File: config.mk
export PLATFORM = sky130hd
export DESIGN_NAME = pc_missile_ctrl_flat
export DESIGN_NICKNAME = d
export VERILOG_FILES = /design/src/rtl/galaga_pkg.sv /design/src/rtl/pc_missile_ctrl_if.sv /design/src/rtl/missile_slot.sv /design/src/rtl/pc_missile_ctrl.sv /design/src/flat_wrapper.sv
export SDC_FILE = /design/constraint.sdc
export NUM_CORES = 1
export LEC_CHECK = 0
export ABC_AREA = 0
export CORE_MARGIN = 2
export CORE_UTILIZATION = 50
export DETAILED_ROUTE_END_ITERATION = 8
export PLACE_DENSITY_LB_ADDON = 0.3
export SYNTH_ARGS = -nofsm -noshare
export SYNTH_HDL_FRONTEND = slang
export SYNTH_SLANG_ARGS = --single-unit
File: constraint.sdc
create_clock -name frame_clk_i -period 2.1 [get_ports frame_clk_i]
set_input_delay 0.21 -clock frame_clk_i [delete_from_list [all_inputs] [get_ports frame_clk_i]]
set_output_delay 0.21 -clock frame_clk_i [all_outputs]
set_load 0.01 [all_outputs]
File: src/rtl/galaga_pkg.sv
// galaga_pkg: shared types and constants for the Galaga-style playfield.
// Holds the coordinate type, playfield bounds, ship start position and
// size, the player-missile defaults, and the launch-position helpers
// used by the missile controller.
package galaga_pkg;

   typedef logic [9:0] coord_t;

   // Playfield bounds (pixels)
   localparam coord_t PlayMinX = 10'd133;
   localparam coord_t PlayMaxX = 10'd506;
   localparam coord_t PlayMinY = 10'd0;
   localparam coord_t PlayMaxY = 10'd479;

   // Player ship start position and width
   localparam coord_t ShipInitX = 10'd304;
   localparam coord_t ShipInitY = 10'd400;
   localparam coord_t ShipSize  = 10'd16;

   // Player-missile defaults
   localparam int unsigned MslNumDef      = 32'd2;
   localparam int unsigned MslStepYDef    = 32'd4;
   localparam int unsigned MslMinYDef     = 32'd0;
   localparam int unsigned MslWidthDef    = 32'd2;
   localparam int unsigned MslHeightDef   = 32'd8;
   localparam int unsigned MslCooldownDef = 32'd8;

   // Missile left x centred on the ship nose; wraps in 10 bits, no clamp.
   function automatic coord_t launch_x(input coord_t ship_x, input coord_t ship_size,
                                       input int unsigned missile_w);
      launch_x = ship_x + (ship_size >> 1'b1) - coord_t'(missile_w >> 1'b1);
   endfunction

   // Missile top y just above the ship, clamped to the top playfield row.
   function automatic coord_t launch_y(input coord_t ship_y, input int unsigned min_y,
                                       input int unsigned missile_h);
      if (ship_y >= coord_t'(min_y + missile_h)) begin
         launch_y = ship_y - coord_t'(missile_h);
      end else begin
         launch_y = coord_t'(min_y);
      end
   endfunction

endpackage

File: src/rtl/pc_missile_ctrl_if.sv
// pc_missile_ctrl_if: bus between the game logic and the player-missile
// controller.
//   fire_i, ship_xpos_i/ypos_i/size_i, hit_i       : towards the controller
//   missile_active_o, missile_xpos_o/ypos_o        : per-slot sprite state,
//                                                    slot k at [10k+9:10k]
//   fired_o (launch pulse), shots_o (launch count) : from the controller
// master = game side (drives fire/ship/hit), slave = controller.
interface pc_missile_ctrl_if
   import galaga_pkg::*;
#(
   parameter int unsigned NumMissiles = MslNumDef
);
   logic                        fire_i;
   coord_t                      ship_xpos_i;
   coord_t                      ship_ypos_i;
   coord_t                      ship_size_i;
   logic [NumMissiles-1:0]      hit_i;
   logic [NumMissiles-1:0]      missile_active_o;
   logic [10*NumMissiles-1:0]   missile_xpos_o;
   logic [10*NumMissiles-1:0]   missile_ypos_o;
   logic                        fired_o;
   logic [15:0]                 shots_o;

   modport master (
      output fire_i, ship_xpos_i, ship_ypos_i, ship_size_i, hit_i,
      input  missile_active_o, missile_xpos_o, missile_ypos_o, fired_o, shots_o
   );

   modport slave (
      input  fire_i, ship_xpos_i, ship_ypos_i, ship_size_i, hit_i,
      output missile_active_o, missile_xpos_o, missile_ypos_o, fired_o, shots_o
   );
endinterface

File: src/rtl/missile_slot.sv
// missile_slot: one player-missile slot.
//   frame_clk_i, reset_i : frame tick, async active-high reset
//   launch_i             : load launch_x_i/launch_y_i and go live (slot idle)
//   hit_i                : collision kill, ignored while idle
//   active_o, xpos_o, ypos_o : registered slot state
// A live missile is killed by a hit, retired once it cannot step up
// without crossing the top row, and otherwise climbs StepY per frame.
module missile_slot
   import galaga_pkg::*;
#(
   parameter int unsigned StepY = MslStepYDef,
   parameter int unsigned MinY  = MslMinYDef
) (
   input  logic   frame_clk_i,
   input  logic   reset_i,
   input  logic   launch_i,
   input  coord_t launch_x_i,
   input  coord_t launch_y_i,
   input  logic   hit_i,
   output logic   active_o,
   output coord_t xpos_o,
   output coord_t ypos_o
);
   localparam coord_t TopLimit = coord_t'(MinY + StepY);
   localparam coord_t StepC    = coord_t'(StepY);

   logic   active_d, active_q;
   coord_t x_d, x_q;
   coord_t y_d, y_q;

   // Next slot state: launch when idle, else hit > off-top > climb.
   always_comb begin
      active_d = active_q;
      x_d      = x_q;
      y_d      = y_q;
      if (!active_q) begin
         if (launch_i) begin
            active_d = 1'b1;
            x_d      = launch_x_i;
            y_d      = launch_y_i;
         end else begin
            active_d = 1'b0;
         end
      end else if (hit_i || (y_q < TopLimit)) begin
         active_d = 1'b0;
         x_d      = '0;
         y_d      = '0;
      end else begin
         y_d = y_q - StepC;
      end
   end

   // Slot state register.
   always_ff @(posedge frame_clk_i or posedge reset_i) begin
      if (reset_i) begin
         active_q <= 1'b0;
         x_q      <= '0;
         y_q      <= '0;
      end else begin
         active_q <= active_d;
         x_q      <= x_d;
         y_q      <= y_d;
      end
   end

   assign active_o = active_q;
   assign xpos_o   = x_q;
   assign ypos_o   = y_q;
endmodule

File: src/rtl/pc_missile_ctrl.sv
// pc_missile_ctrl: player-missile controller, clocked by the frame tick.
//   frame_clk_i, reset_i : frame tick, async active-high reset
//   bus (slave)          : fire/ship/hit in; missile sprites, fired_o, shots_o out
// Detects the fire-button rising edge, enforces the launcher cooldown,
// allocates the lowest idle slot, and counts launches. Slot motion and
// retirement live in missile_slot.
module pc_missile_ctrl
   import galaga_pkg::*;
#(
   parameter int unsigned NumMissiles    = MslNumDef,
   parameter int unsigned StepY          = MslStepYDef,
   parameter int unsigned MinY           = MslMinYDef,
   parameter int unsigned MissileW       = MslWidthDef,
   parameter int unsigned MissileH       = MslHeightDef,
   parameter int unsigned CooldownFrames = MslCooldownDef
) (
   input  logic              frame_clk_i,
   input  logic              reset_i,
   pc_missile_ctrl_if.slave  bus
);
   localparam int unsigned CdW = (CooldownFrames > 0) ? $clog2(CooldownFrames + 1) : 1;

   logic                   fire_d, fire_q;
   logic                   fired_d, fired_q;
   logic [15:0]            shots_d, shots_q;
   logic [CdW-1:0]         cooldown_d, cooldown_q;

   logic                   fire_rise_s;
   logic                   free_found_s;
   logic                   launch_go_s;
   logic [NumMissiles-1:0] launch_sel_s;
   logic [NumMissiles-1:0] launch_s;
   logic [NumMissiles-1:0] active_s;
   coord_t                 launch_x_s, launch_y_s;
   coord_t                 xpos_s [NumMissiles];
   coord_t                 ypos_s [NumMissiles];

   assign fire_rise_s = bus.fire_i & ~fire_q;
   assign launch_x_s  = launch_x(bus.ship_xpos_i, bus.ship_size_i, MissileW);
   assign launch_y_s  = launch_y(bus.ship_ypos_i, MinY, MissileH);

   // Lowest-index idle slot, judged on registered state so a slot retired
   // this frame only becomes available next frame.
   always_comb begin
      launch_sel_s = '0;
      free_found_s = 1'b0;
      for (int k = 0; k < NumMissiles; k++) begin
         if (!active_s[k] && !free_found_s) begin
            launch_sel_s[k] = 1'b1;
            free_found_s    = 1'b1;
         end else begin
            launch_sel_s[k] = 1'b0;
         end
      end
   end

   assign launch_go_s = fire_rise_s & (cooldown_q == '0) & free_found_s;
   assign launch_s    = launch_go_s ? launch_sel_s : '0;

   // Launcher next state: edge history, pulse, shot count, cooldown.
   always_comb begin
      fire_d     = bus.fire_i;
      fired_d    = launch_go_s;
      shots_d    = shots_q;
      cooldown_d = cooldown_q;
      if (launch_go_s) begin
         shots_d    = shots_q + 16'd1;
         cooldown_d = CdW'(CooldownFrames);
      end else if (cooldown_q != '0) begin
         cooldown_d = cooldown_q - CdW'(1'b1);
      end else begin
         cooldown_d = '0;
      end
   end

   // Launcher registers; fire_q resets high so a held button cannot fire.
   always_ff @(posedge frame_clk_i or posedge reset_i) begin
      if (reset_i) begin
         fire_q     <= 1'b1;
         fired_q    <= 1'b0;
         shots_q    <= '0;
         cooldown_q <= '0;
      end else begin
         fire_q     <= fire_d;
         fired_q    <= fired_d;
         shots_q    <= shots_d;
         cooldown_q <= cooldown_d;
      end
   end

   for (genvar k = 0; k < NumMissiles; k++) begin : g_slot
      missile_slot #(
         .StepY (StepY),
         .MinY  (MinY)
      ) u_slot (
         .frame_clk_i (frame_clk_i),
         .reset_i     (reset_i),
         .launch_i    (launch_s[k]),
         .launch_x_i  (launch_x_s),
         .launch_y_i  (launch_y_s),
         .hit_i       (bus.hit_i[k]),
         .active_o    (active_s[k]),
         .xpos_o      (xpos_s[k]),
         .ypos_o      (ypos_s[k])
      );
   end

   // Pack per-slot coordinates onto the sprite bus.
   always_comb begin
      bus.missile_xpos_o = '0;
      bus.missile_ypos_o = '0;
      for (int k = 0; k < NumMissiles; k++) begin
         bus.missile_xpos_o[10*k +: 10] = xpos_s[k];
         bus.missile_ypos_o[10*k +: 10] = ypos_s[k];
      end
   end

   assign bus.missile_active_o = active_s;
   assign bus.fired_o          = fired_q;
   assign bus.shots_o          = shots_q;
endmodule

File: src/flat_wrapper.sv
// flat-port wrapper written by rule: the top's interface ports become plain ports
module pc_missile_ctrl_flat import galaga_pkg::*;
#(
   parameter int unsigned NumMissiles    = MslNumDef,
   parameter int unsigned StepY          = MslStepYDef,
   parameter int unsigned MinY           = MslMinYDef,
   parameter int unsigned MissileW       = MslWidthDef,
   parameter int unsigned MissileH       = MslHeightDef,
   parameter int unsigned CooldownFrames = MslCooldownDef
)
  (frame_clk_i, reset_i, bus_fire_i, bus_ship_xpos_i, bus_ship_ypos_i, bus_ship_size_i, bus_hit_i, bus_missile_active_o, bus_missile_xpos_o, bus_missile_ypos_o, bus_fired_o, bus_shots_o);
  pc_missile_ctrl_if #(.NumMissiles(NumMissiles)) bus_i ();
  input  logic frame_clk_i;
  input  logic reset_i;
  input wire logic [$bits(bus_i.fire_i)-1:0] bus_fire_i;
  input wire logic [$bits(bus_i.ship_xpos_i)-1:0] bus_ship_xpos_i;
  input wire logic [$bits(bus_i.ship_ypos_i)-1:0] bus_ship_ypos_i;
  input wire logic [$bits(bus_i.ship_size_i)-1:0] bus_ship_size_i;
  input wire logic [$bits(bus_i.hit_i)-1:0] bus_hit_i;
  output wire logic [$bits(bus_i.missile_active_o)-1:0] bus_missile_active_o;
  output wire logic [$bits(bus_i.missile_xpos_o)-1:0] bus_missile_xpos_o;
  output wire logic [$bits(bus_i.missile_ypos_o)-1:0] bus_missile_ypos_o;
  output wire logic [$bits(bus_i.fired_o)-1:0] bus_fired_o;
  output wire logic [$bits(bus_i.shots_o)-1:0] bus_shots_o;
  assign bus_i.fire_i = bus_fire_i;
  assign bus_i.ship_xpos_i = bus_ship_xpos_i;
  assign bus_i.ship_ypos_i = bus_ship_ypos_i;
  assign bus_i.ship_size_i = bus_ship_size_i;
  assign bus_i.hit_i = bus_hit_i;
  assign bus_missile_active_o = bus_i.missile_active_o;
  assign bus_missile_xpos_o = bus_i.missile_xpos_o;
  assign bus_missile_ypos_o = bus_i.missile_ypos_o;
  assign bus_fired_o = bus_i.fired_o;
  assign bus_shots_o = bus_i.shots_o;
  pc_missile_ctrl #(.NumMissiles(NumMissiles), .StepY(StepY), .MinY(MinY), .MissileW(MissileW), .MissileH(MissileH), .CooldownFrames(CooldownFrames)) u_core (.frame_clk_i(frame_clk_i), .reset_i(reset_i), .bus(bus_i));
endmodule
==> results.py, run 1 <==
metrics = {
    "status": {
        "outcome": "completed",
    },
    "min_path": {
        "holdPathEnd": "u_core.g_slot[1].u_slot.xpos_o[0]",
        "min_path_cells": 4,
        "hold_path.class": "primary input to flip-flop",
        "min-delay-start": "bus_ship_size_i[1]",
    },
    "synthesis": {
        "ys.flop_type": "dfrtp_1",
        "avgSynthCellArea_um2": 9.99,
        "ys_ff_latch": 64,
        "synth-seq-area-share_pct": 43.0,
        "syn_inst": 373,
        "synth_cell_type_count": 67,
        "synth-async-reset-ratio_pct": 100,
        "syn_area_um2": 3730,
        "synth_enable_flop_cells": 0,
        "syn_nets": 431,
        "synth_warnings": 0,
    },
    "route": {
        "drt_first_iter_violations": 156,
        "dr.pass1.iters": 5,
        "drc": 0,
        "avgRoutedWirePerCell_um": 16.2,
        "detail-route-antenna-nets": 0,
        "vias": 3496,
        "routed_via_density": 5.74,
        "routed_wl_um": 9890,
    },
    "cells_and_area": {
        "final_cells": 609,
        "final_cell_area_um2": 5360,
        "insertedDiodeCount": 0,
        "seq_area_um2": 1600,
        "drive_gt1_share_pct": 19.6,
        "layout_common_cells": "clkdlybuf4s50_1 (82), dfrtp_1 (63), inv_1 (45)",
        "layout_commonest_cell": "clkdlybuf4s50_1",
        "nets": 564,
        "nFillCells": 541,
        "multi_input_area_um2": 2010,
        "areaGrowthSynthToFinish_pct": 43.8,
    },
    "clocking": {
        "insertion_delay_ns": 0.34,
        "tritoncts": "done",
        "cts.sinks": 64,
        "clk_path_buf_depth": 2,
        "holdBufCountCts": 0,
        "htree_levels": 3,
        "clkTransAtPathRegs_ns": 0.08,
        "cts_buffers": 9,
        "cts_root_buffer": "clkbuf_8",
    },
    "timing": {
        "setup_violations": 0,
        "finalCritPeriodShare_pct": 98.0,
        "fin_worst_skew_ns": 0.0110,
        "hold_viol": 0,
        "report.final.slew_viol_count": 0,
        "fmax_ghz": 0.486,
        "tightest_slew_ns": 0.464,
        "slew_headroom_pct": 69.0,
        "final.min_clock_period_ns": 2.06,
    },
    "place": {
        "place_congestion": 0.908,
        "port_buffers": 92,
        "placed_cells": 593,
        "place_area_um2": 5040,
        "dp_hpwl_um": 7290,
    },
    "die": {
        "ios": 94,
        "die_w_um": 90.3,
        "rows": 31,
        "start_util_pct": 51.4,
        "dieArea_um2": 8160,
        "dieHeight_um": 90.3,
        "core_um2": 7250,
    },
    "pwr": {
        "p_leak_nw": 2.44,
        "ir_drop_v": 0.000391,
        "powerDensity_nw_per_um2": 1020,
    },
    "worst_setup_path": {
        "r2r_end": "u_core.g_slot[1].u_slot.ypos_o[8]",
        "r2r_cells": 6,
        "crit_arrival_ns": 2.28,
        "critical_path_peak_fanout": 3,
        "critPathKind": "primary input to flip-flop",
        "cp-start-kind": "primary input",
        "reg2reg_slack_ns": 0.08,
        "startpoint": "bus_ship_size_i[7]",
        "cp-end-kind": "flip-flop",
        "required_ns": 2.33,
        "crit-reg2reg-launch": "u_core.g_slot[1].u_slot.ypos_o[3]",
    },
    "grt": {
        "grt_pass1_vias": 3430,
        "grt_max_degree": 34,
        "grt_pass1_wl_um": 16100,
        "overflow": 0,
        "grtUsageTotal_pct": 24.2,
        "antenna_found_initial": 0,
    },
    "run": {
        "maxCapViolations": 0,
    },
}
## through the flow
stage / power [W] / utilization (%) / setup TNS, ns / setup slack, ns / hold slack (ns)
floorplan: 0.00315 / - / -0.118 / -0.0590 / 0.214
global placement: 0.00423 / 69.5 / -5.15 / -0.674 / 0.414
detailed placement: 0.00433 / 69.5 / -5.79 / -0.719 / 0.427
CTS: 0.00540 / 72.8 / 0 / 0.00242 / 0.274
global route: 0.00582 / 73.9 / -0.0644 / -0.0283 / 0.282
finish: 0.00548 / 73.9 / 0 / 0.0419 / 0.260
## worst max path at each step
| stage | endpoint | slack (ns) |
|---|---|---|
| 6_report | u_core.g_slot[1].u_slot.xpos_o[9] | 0.04 |
| 5_1_grt | u_core.g_slot[1].u_slot.xpos_o[9] | -0.03 |
| 4_1_cts | u_core.g_slot[1].u_slot.xpos_o[9] | 0.002 |
| 3_5_place_dp | u_core.g_slot[1].u_slot.xpos_o[9] | -0.72 |
| 3_3_place_gp | u_core.g_slot[1].u_slot.xpos_o[9] | -0.67 |
| 2_1_floorplan | u_core.g_slot[0].u_slot.xpos_o[9] | -0.06 |
## layout make-up
| cell class | instances | area share [%] |
|---|---|---|
| clock buffer | 10 | 2.57 |
| multi-input combinational | 245 | 37.5 |
| tap | 99 | 2.31 |
| inverter | 56 | 4.20 |
| timing repair buffer | 130 | 22.5 |
| sequential | 64 | 29.9 |
| clock inverter | 5 | 1.05 |
## cells by family (layout without fill, tap and decap cells)
logic type | count (synthesis) | in the layout | share of synthesized area [%]
AND/OR/NAND/NOR | 94 | 94 | 15.0
buffers and inverters | 64 | 201 | 7.02
AO/OA/AOI/OAI | 106 | 106 | 21.9
flip-flops | 64 | 64 | 43.0
adder cells (fa/ha/maj) | 23 | 23 | 7.92
multiplexers | 1 | 1 | 0.269
XOR/XNOR | 21 | 21 | 4.93
## cell usage after synthesis, types with 3 or more instances
master | number | share of area (%)
a211oi_1 | 3 | 0.60
dfrtp_1 | 63 | 42
o21ai_1 | 4 | 0.54
o21ai_2 | 3 | 0.71
buf_2 | 5 | 0.67
nor3b_1 | 3 | 0.60
inv_1 | 55 | 5.5
a22o_1 | 15 | 3.5
nand2b_1 | 3 | 0.50
o211ai_1 | 3 | 0.60
xnor2_1 | 14 | 3.3
nor4b_1 | 3 | 0.71
xor2_1 | 7 | 1.6
nor4_1 | 3 | 0.50
nand3_1 | 13 | 1.7
a21oi_1 | 13 | 1.7
o21a_1 | 5 | 1.0
and3_1 | 3 | 0.50
ha_1 | 22 | 7.4
or3_1 | 3 | 0.50
nand2_1 | 13 | 1.3
o22ai_1 | 4 | 0.67
a21o_1 | 3 | 0.60
o21ai_0 | 14 | 1.9
nor3_1 | 12 | 1.6
a211o_1 | 8 | 1.9
a32o_1 | 8 | 2.1
nor2_1 | 8 | 0.81
nor2b_1 | 3 | 0.50
nand4_1 | 9 | 1.5
## sequential cells by signal, indices dropped and copies added, names as in the netlist
| signal | flops |
|---|---|
| u_core.bus.shots_o | 16 |
| u_core.cooldown_q | 4 |
| u_core.g_slot.u_slot.xpos_o | 20 |
| u_core.bus.fired_o | 1 |
| u_core.g_slot.u_slot.active_o | 2 |
| u_core.fire_q | 1 |
| u_core.g_slot.u_slot.ypos_o | 20 |
## timing repair
action / CTS / global route
gates resized for setup: 19 / 24
buffers inserted: 1 / 0
setup endpoints to repair: 8 / 40
pin swaps: 20 / 13
endpoints found under the hold margin: 0 / 0
## layer usage
layer  global-route usage [%]  vias to the layer above  part of all wire (%)
met5                        0                        -                     0
met4                     8.33                        0                   2.1
met3                     4.51                       17                   4.7
met2                     41.5                      110                    51
met1                     30.8                     1730                    43
li1                         -                     1639                     -
## report_power, final
group	total (W)	leakage (nW)	internal [W]	switching, W
Clock	0.00105	0.0985	0.000574	0.000476
Combinational	0.00251	1.50	0.00130	0.00121
Sequential	0.00192	0.844	0.00156	0.000357
## worst max-delay path, stage by stage
cell             delay [ns]
clkdlybuf4s50_1        0.45
inv_1                  0.04
ha_1                   0.18
inv_1                  0.11
ha_4                   0.21
a211o_1                0.35
a211o_1                0.30
a21o_1                 0.17
a32o_1                 0.24
Note: power is estimated with default switching activity, not from simulation.
==> run 2: changes to the inputs <==
--- a/config.mk
+++ b/config.mk
@@ -13,3 +13,4 @@
 export SYNTH_ARGS = -nofsm -noshare
 export SYNTH_HDL_FRONTEND = slang
 export SYNTH_SLANG_ARGS = --single-unit
+export TNS_END_PERCENT = 5
==> run 2 against run 1 <==
Sequential cell count unchanged. Via count decreased by 0.11%. Worst hold slack better by 0.0080 ns. Final cell count is the same. Non-clock buffer count stayed put. Clock-buffer cell count is the same. Highest routed layer unchanged.
==> results.py, run 2 (same netlist as run 1, synthesis figures left out) <==
metrics = {
    "status": {
        "outcome": "completed",
    },
    "place": {
        "pre_cts_slack_ns": -0.719,
        "port_buffers": 92,
        "placed_cells": 593,
        "place_congestion": 0.908,
        "dp_hpwl_um": 7290,
    },
    "worst_setup_path": {
        "crit_arrival_ns": 2.28,
        "required_ns": 2.33,
        "reg2reg_slack_ns": 0.08,
        "crit_path_cell_trace": "clkdlybuf4s50_1 > inv_1 > ha_1 > inv_1 > ha_4 > a211o_1 > a211o_1 > a21o_1 > a32o_1",
        "crit_buf_inv": 3,
        "r2r_cells": 6,
        "cp-end-kind": "flip-flop",
        "r2r_end": "u_core.g_slot[1].u_slot.ypos_o[8]",
        "cpPeakStageDelay_ns": 0.45,
        "path_delay_family": "compound AO/OA/AOI/OAI gates",
        "crit-reg2reg-launch": "u_core.g_slot[1].u_slot.ypos_o[3]",
        "critPathKind": "primary input to flip-flop",
        "cp-start-kind": "primary input",
        "critPathSlowestCell": "clkdlybuf4s50_1",
        "critical_path_peak_fanout": 3,
    },
    "pwr": {
        "ir_drop_v": 0.000391,
        "powerDensity_nw_per_um2": 1020,
        "p_leak_nw": 2.43,
    },
    "cells_and_area": {
        "final_cells": 609,
        "seq_area_um2": 1600,
        "final_core_util_pct": 73.8,
        "layout_common_cells": "clkdlybuf4s50_1 (84), dfrtp_1 (63), inv_1 (45)",
        "nFillCells": 542,
        "drive_gt1_share_pct": 19.4,
        "multi_input_area_um2": 2010,
        "nets": 564,
        "areaGrowthSynthToFinish_pct": 43.7,
        "insertedDiodeCount": 0,
        "layout_commonest_cell": "clkdlybuf4s50_1",
    },
    "clocking": {
        "insertion_delay_ns": 0.34,
        "cts_buffers": 9,
        "cts_root_buffer": "clkbuf_8",
        "clk_path_buf_depth": 2,
        "holdBufCountCts": 0,
        "htree_levels": 3,
        "clkTransAtPathRegs_ns": 0.08,
        "cts.sinks": 64,
        "tritoncts": "done",
    },
    "grt": {
        "antenna_found_initial": 0,
        "grt_max_degree": 34,
        "grt_pass1_wl_um": 16100,
        "overflow": 0,
        "grtUsageTotal_pct": 24.2,
        "grt_pass1_vias": 3430,
    },
    "route": {
        "avgRoutedWirePerCell_um": 16.2,
        "routed_wl_um": 9880,
        "drt_first_iter_violations": 156,
        "dr.pass1.iters": 5,
        "routed_via_density": 5.73,
        "detail-route-antenna-nets": 0,
        "drc": 0,
        "vias": 3492,
    },
    "run": {
        "maxCapViolations": 0,
    },
    "timing": {
        "fin_worst_skew_ns": 0.0103,
        "final.min_clock_period_ns": 2.06,
        "final.setup.worst_slack_ns": 0.0431,
        "hold_viol": 0,
        "tightest_slew_ns": 0.464,
        "fmax_ghz": 0.486,
        "rsz0062_at_grt": "yes",
        "slew_headroom_pct": 69.0,
        "hold_slack_ns": 0.268,
        "finalCritPeriodShare_pct": 97.9,
        "fin_tns_setup_ns": 0,
        "setup_violations": 0,
        "report.final.slew_viol_count": 0,
    },
    "die": {
        "ios": 94,
        "die_w_um": 90.3,
        "dieArea_um2": 8160,
        "dieHeight_um": 90.3,
        "start_util_pct": 51.4,
        "core_um2": 7250,
        "rows": 31,
    },
    "min_path": {
        "hold_path.class": "primary input to asynchronous set/reset pin",
    },
}
-- run 2: area by class of cell --
class                           count  share of cell area [%]
Multi-Input combinational cell    245                    37.5
Sequential cell                    64                    29.9
Timing Repair Buffer              130                    22.4
Inverter                           56                    4.21
Clock buffer                       10                    2.57
Tap cell                           99                    2.31
Clock inverter                      5                    1.05
-- run 2: layer usage --
layer	global-route usage (%)	share of wire (%)
met3	4.51	4.8
met1	30.8	42
met2	41.5	51
met4	8.33	2.1
met5	0	0
-- run 2: worst max-delay path by stage --
| stage | from | to | slack, ns | depth (start not counted) |
|---|---|---|---|---|
| after floorplan | bus_ship_size_i[2] | u_core.g_slot[0].u_slot.xpos_o[9] | -0.06 | 9 |
| after global placement | bus_ship_size_i[2] | u_core.g_slot[1].u_slot.xpos_o[9] | -0.67 | 10 |
| after detailed placement | bus_ship_size_i[2] | u_core.g_slot[1].u_slot.xpos_o[9] | -0.72 | 10 |
| after CTS | bus_ship_xpos_i[3] | u_core.g_slot[1].u_slot.xpos_o[9] | 0.002 | 9 |
| after global routing | bus_ship_size_i[7] | u_core.g_slot[1].u_slot.xpos_o[9] | -0.03 | 9 |
| final | bus_ship_size_i[7] | u_core.g_slot[1].u_slot.xpos_o[9] | 0.04 | 9 |
-- run 2: what timing repair did --
action | in CTS | in global routing
gates resized for setup | 19 | 18
pin swaps | 20 | 9
buffers inserted | 1 | 0
endpoints found under the setup margin | 8 | 40
-- run 2: worst reg2reg max path: cells and delay by family (launching register included) --
family,cells,cell delay [ns]
adder cells (fa/ha/maj),1,0.15
AO/OA/AOI/OAI,1,0.12
buffers and inverters,2,0.17
flip-flops,1,0.40
AND/OR/NAND/NOR,2,1.08
-- run 2: metrics by stage --
stage / power [W] / cell area (um2)
after floorplan: 0.00315 / 3770
after global placement: 0.00423 / 5040
after detailed placement: 0.00433 / 5040
after CTS: 0.00540 / 5280
after global routing: 0.00582 / 5360
final: 0.00548 / 5360
-- run 2: power by group --
part / internal, W / switching (W)
sequential: 0.00156 / 0.000356
clock: 0.000574 / 0.000476
combinational: 0.00130 / 0.00121
total: 0.00343 / 0.00205
==> run 3: changes to the inputs <==
--- a/config.mk
+++ b/config.mk
@@ -5,9 +5,10 @@
 export SDC_FILE = /design/constraint.sdc
 export NUM_CORES = 1
 export LEC_CHECK = 0
-export ABC_AREA = 0
+export ABC_AREA = 1
+export CORE_ASPECT_RATIO = 0.6
 export CORE_MARGIN = 2
-export CORE_UTILIZATION = 50
+export CORE_UTILIZATION = 55
 export DETAILED_ROUTE_END_ITERATION = 8
 export PLACE_DENSITY_LB_ADDON = 0.3
 export SYNTH_ARGS = -nofsm -noshare
==> constraint.sdc (replaced) <==
create_clock -name frame_clk_i -period 2.65 [get_ports frame_clk_i]
set_input_delay 0.265 -clock frame_clk_i [delete_from_list [all_inputs] [get_ports frame_clk_i]]
set_output_delay 0.265 -clock frame_clk_i [all_outputs]
set_load 0.01 [all_outputs]
==> run 3 against run 2 <==
Utilization shrank 0.23 points. Global-route usage rose by 4.4 points. Combinational power decreased by 16%. Register-to-register slack gained 0.52 ns. Critical path depth rose by 3. Via count grew 15%. Worst hold slack improved by 0.061 ns. First-iteration DRC count up 96%. Clock skew decreased by 0.0061 ns. Final cell count grew 24%.
==> results.py, run 3 <==
metrics = {
    "clocking": {
        "holdBufCountCts": 0,
        "cts.sinks": 64,
        "htree_levels": 3,
        "cts_root_buffer": "clkbuf_16",
        "tritoncts": "done",
        "clk_path_buf_depth": 2,
        "insertion_delay_ns": 0.33,
        "postCtsSetupBuffers": 0,
        "cts_buffers": 9,
        "cts.repair.resized": 0,
        "clkTransAtPathRegs_ns": 0.05,
    },
    "timing": {
        "tightest_slew_ns": 0.560,
        "rsz0062_at_grt": "no",
        "report.final.slew_viol_count": 0,
        "slew_headroom_pct": 62.6,
        "fin_worst_skew_ns": 0.00424,
        "fin_tns_setup_ns": 0,
        "setup_violations": 0,
        "fmax_ghz": 0.479,
        "final.setup.worst_slack_ns": 0.564,
        "finalCritPeriodShare_pct": 78.7,
        "final.min_clock_period_ns": 2.09,
        "hold_viol": 0,
    },
    "route": {
        "dr.pass1.iters": 5,
        "routed_wl_um": 10500,
        "drt_first_iter_violations": 306,
        "detail-route-antenna-nets": 0,
        "vias": 4016,
        "avgRoutedWirePerCell_um": 13.9,
        "routed_via_density": 5.30,
        "drc": 0,
    },
    "place": {
        "placed_cells": 743,
        "port_buffers": 92,
        "place_congestion": 0.976,
        "dp_hpwl_um": 8090,
        "pre_cts_slack_ns": 0.218,
    },
    "die": {
        "core_um2": 7180,
        "start_util_pct": 55.9,
        "rows": 24,
        "die_w_um": 114,
        "dieArea_um2": 8010,
        "dieHeight_um": 70.2,
        "ios": 94,
    },
    "synthesis": {
        "synth_most_common_cell": "nand2_1",
        "syn_inst": 567,
        "yosys-top-cells-count": "nand2_1 (194), inv_1 (89), dfrtp_1 (63), nand3_1 (57), nor2_1 (46)",
        "avgSynthCellArea_um2": 7.07,
        "synth_top_cell_by_area": "dfrtp_1",
        "syn_nets": 625,
        "synth_cell_type_count": 28,
        "ys_ff_latch": 64,
        "synth-async-reset-ratio_pct": 100,
        "synth_top_area_share_pct": 39.3,
        "ys.flop_type": "dfrtp_1",
        "synth_warnings": 0,
        "synth-seq-area-share_pct": 40.0,
        "synth_area_leaders": "dfrtp_1 (39%), nand2_1 (18%), inv_1 (8.3%)",
        "syn_area_um2": 4010,
        "synth_enable_flop_cells": 0,
    },
    "worst_setup_path": {
        "cp-start-kind": "primary input",
        "reg2reg_slack_ns": 0.60,
        "cpPeakStageDelay_ns": 0.45,
        "r2r_cells": 9,
        "path_delay_family": "adder cells",
        "cp-end-kind": "flip-flop",
        "crit_path_cell_trace": "clkdlybuf4s50_1 > inv_1 > ha_1 > inv_1 > ha_1 > fa_1 > nand3_1 > nand2_1 > nand2_1 > nand3_1 > nand3_1 > nand2_1",
        "crit-reg2reg-launch": "u_core.cooldown_q[0]",
        "required_ns": 2.87,
        "crit_arrival_ns": 2.31,
        "r2r_end": "u_core.g_slot[1].u_slot.ypos_o[1]",
        "crit_buf_inv": 3,
        "critical_path_peak_fanout": 3,
        "critPathSlowestCell": "clkdlybuf4s50_1",
        "critPathKind": "primary input to flip-flop",
    },
    "grt": {
        "overflow": 0,
        "grt_max_degree": 65,
        "grtUsageTotal_pct": 28.6,
        "grt_pass1_vias": 3810,
        "antenna_found_initial": 0,
        "grt_pass1_wl_um": 17800,
    },
    "cells_and_area": {
        "areaGrowthSynthToFinish_pct": 31.7,
        "nets": 721,
        "layout_commonest_cell": "nand2_1",
        "drive_gt1_share_pct": 3.60,
        "insertedDiodeCount": 0,
        "final_cells": 758,
        "layout_common_cells": "nand2_1 (194), clkdlybuf4s50_1 (92), inv_1 (88)",
    },
    "run": {
        "maxCapViolations": 0,
    },
    "pwr": {
        "ir_drop_v": 0.000583,
        "powerDensity_nw_per_um2": 920,
        "p_leak_nw": 2.69,
    },
    "min_path": {
        "hold_path.class": "primary input to asynchronous set/reset pin",
    },
    "status": {
        "outcome": "completed",
    },
}
[run 3: cell count changes in the layout (fill, tap and decap cells not counted), moves of 11 or more]
cell / previous run / this run
o21ai_0: 14 / 31
nor2_1: 8 / 46
buf_4: 37 / 2
inv_1: 45 / 88
ha_1: 11 / 22
a22o_1: 15 / 0
nand2_1: 13 / 194
nand3_1: 13 / 57
[run 3: cells by family after synthesis]
family,count (synthesis),synth area share (%)
adders and majority gates,23,7.36
AOI/OAI and AO/OA,41,5.52
xor gates and xnor gates,16,3.49
buffers and inverters,102,10.3
and+or+nand+nor,321,33.4
DFF,64,40.0
[run 3: worst max-delay path by stage]
stage | slack (ns) | cells past startpoint | startpoint | end
6_report | 0.56 | 12 | bus_ship_size_i[2] | u_core.g_slot[0].u_slot.xpos_o[9]
5_1_grt | 0.42 | 12 | bus_ship_size_i[2] | u_core.g_slot[1].u_slot.xpos_o[7]
4_1_cts | 0.56 | 12 | bus_ship_size_i[2] | u_core.g_slot[0].u_slot.xpos_o[9]
3_5_place_dp | 0.22 | 12 | bus_ship_size_i[2] | u_core.g_slot[0].u_slot.xpos_o[9]
3_3_place_gp | 0.30 | 12 | bus_ship_size_i[2] | u_core.g_slot[0].u_slot.xpos_o[9]
2_1_floorplan | 0.79 | 1 | reset_i | u_core.bus.fired_o
[run 3: metal layers]
layer  track usage [%]  vias up  part of all wire (%)
met5                 0        -                     0
met4              8.27        0                   1.5
met3              8.42       20                   9.7
met2              43.4      174                    44
met1              40.0     1863                    45
li1                  -     1959                     -
[run 3: final cells by class]
cell class	count	area, um2
well taps	91	114
inverters	92	345
repair buffers	95	956
clock buffers	15	268
flip-flops and latches	64	1600
multi-input cells	401	2000
fillers	554	1890
[run 3: stage by stage]
| step | instance area, um2 | hold slack, ns | total power [W] | util [%] |
|---|---|---|---|---|
| global route | 5280 | 0.373 | 0.00522 | 73.6 |
| finish | 5280 | 0.329 | 0.00486 | 73.6 |
| detailed placement | 5010 | 0.419 | 0.00376 | 69.9 |
| floorplan | 4010 | 0.269 | 0.00277 | - |
| global placement | 5010 | 0.416 | 0.00366 | 69.9 |
| CTS | 5280 | 0.351 | 0.00486 | 73.6 |
[run 3: worst reg2reg max path, cell delays in order, from the launching register on]
cell and delay [ns]:
dfrtp_1 0.37, inv_1 0.07, ha_1 0.19, nand2_1 0.08, nor2_2 0.21, nand3_1 0.14
nand2_1 0.43, nand2_4 0.23, nand2_1 0.10, o21ai_0 0.09
[run 3: report_power, final]
| part | internal [W] | switching, W |
|---|---|---|
| Sequential | 0.00133 | 0.000357 |
| Combinational | 0.00100 | 0.00110 |
| Clock | 0.000679 | 0.000394 |
| Total | 0.00301 | 0.00185 |
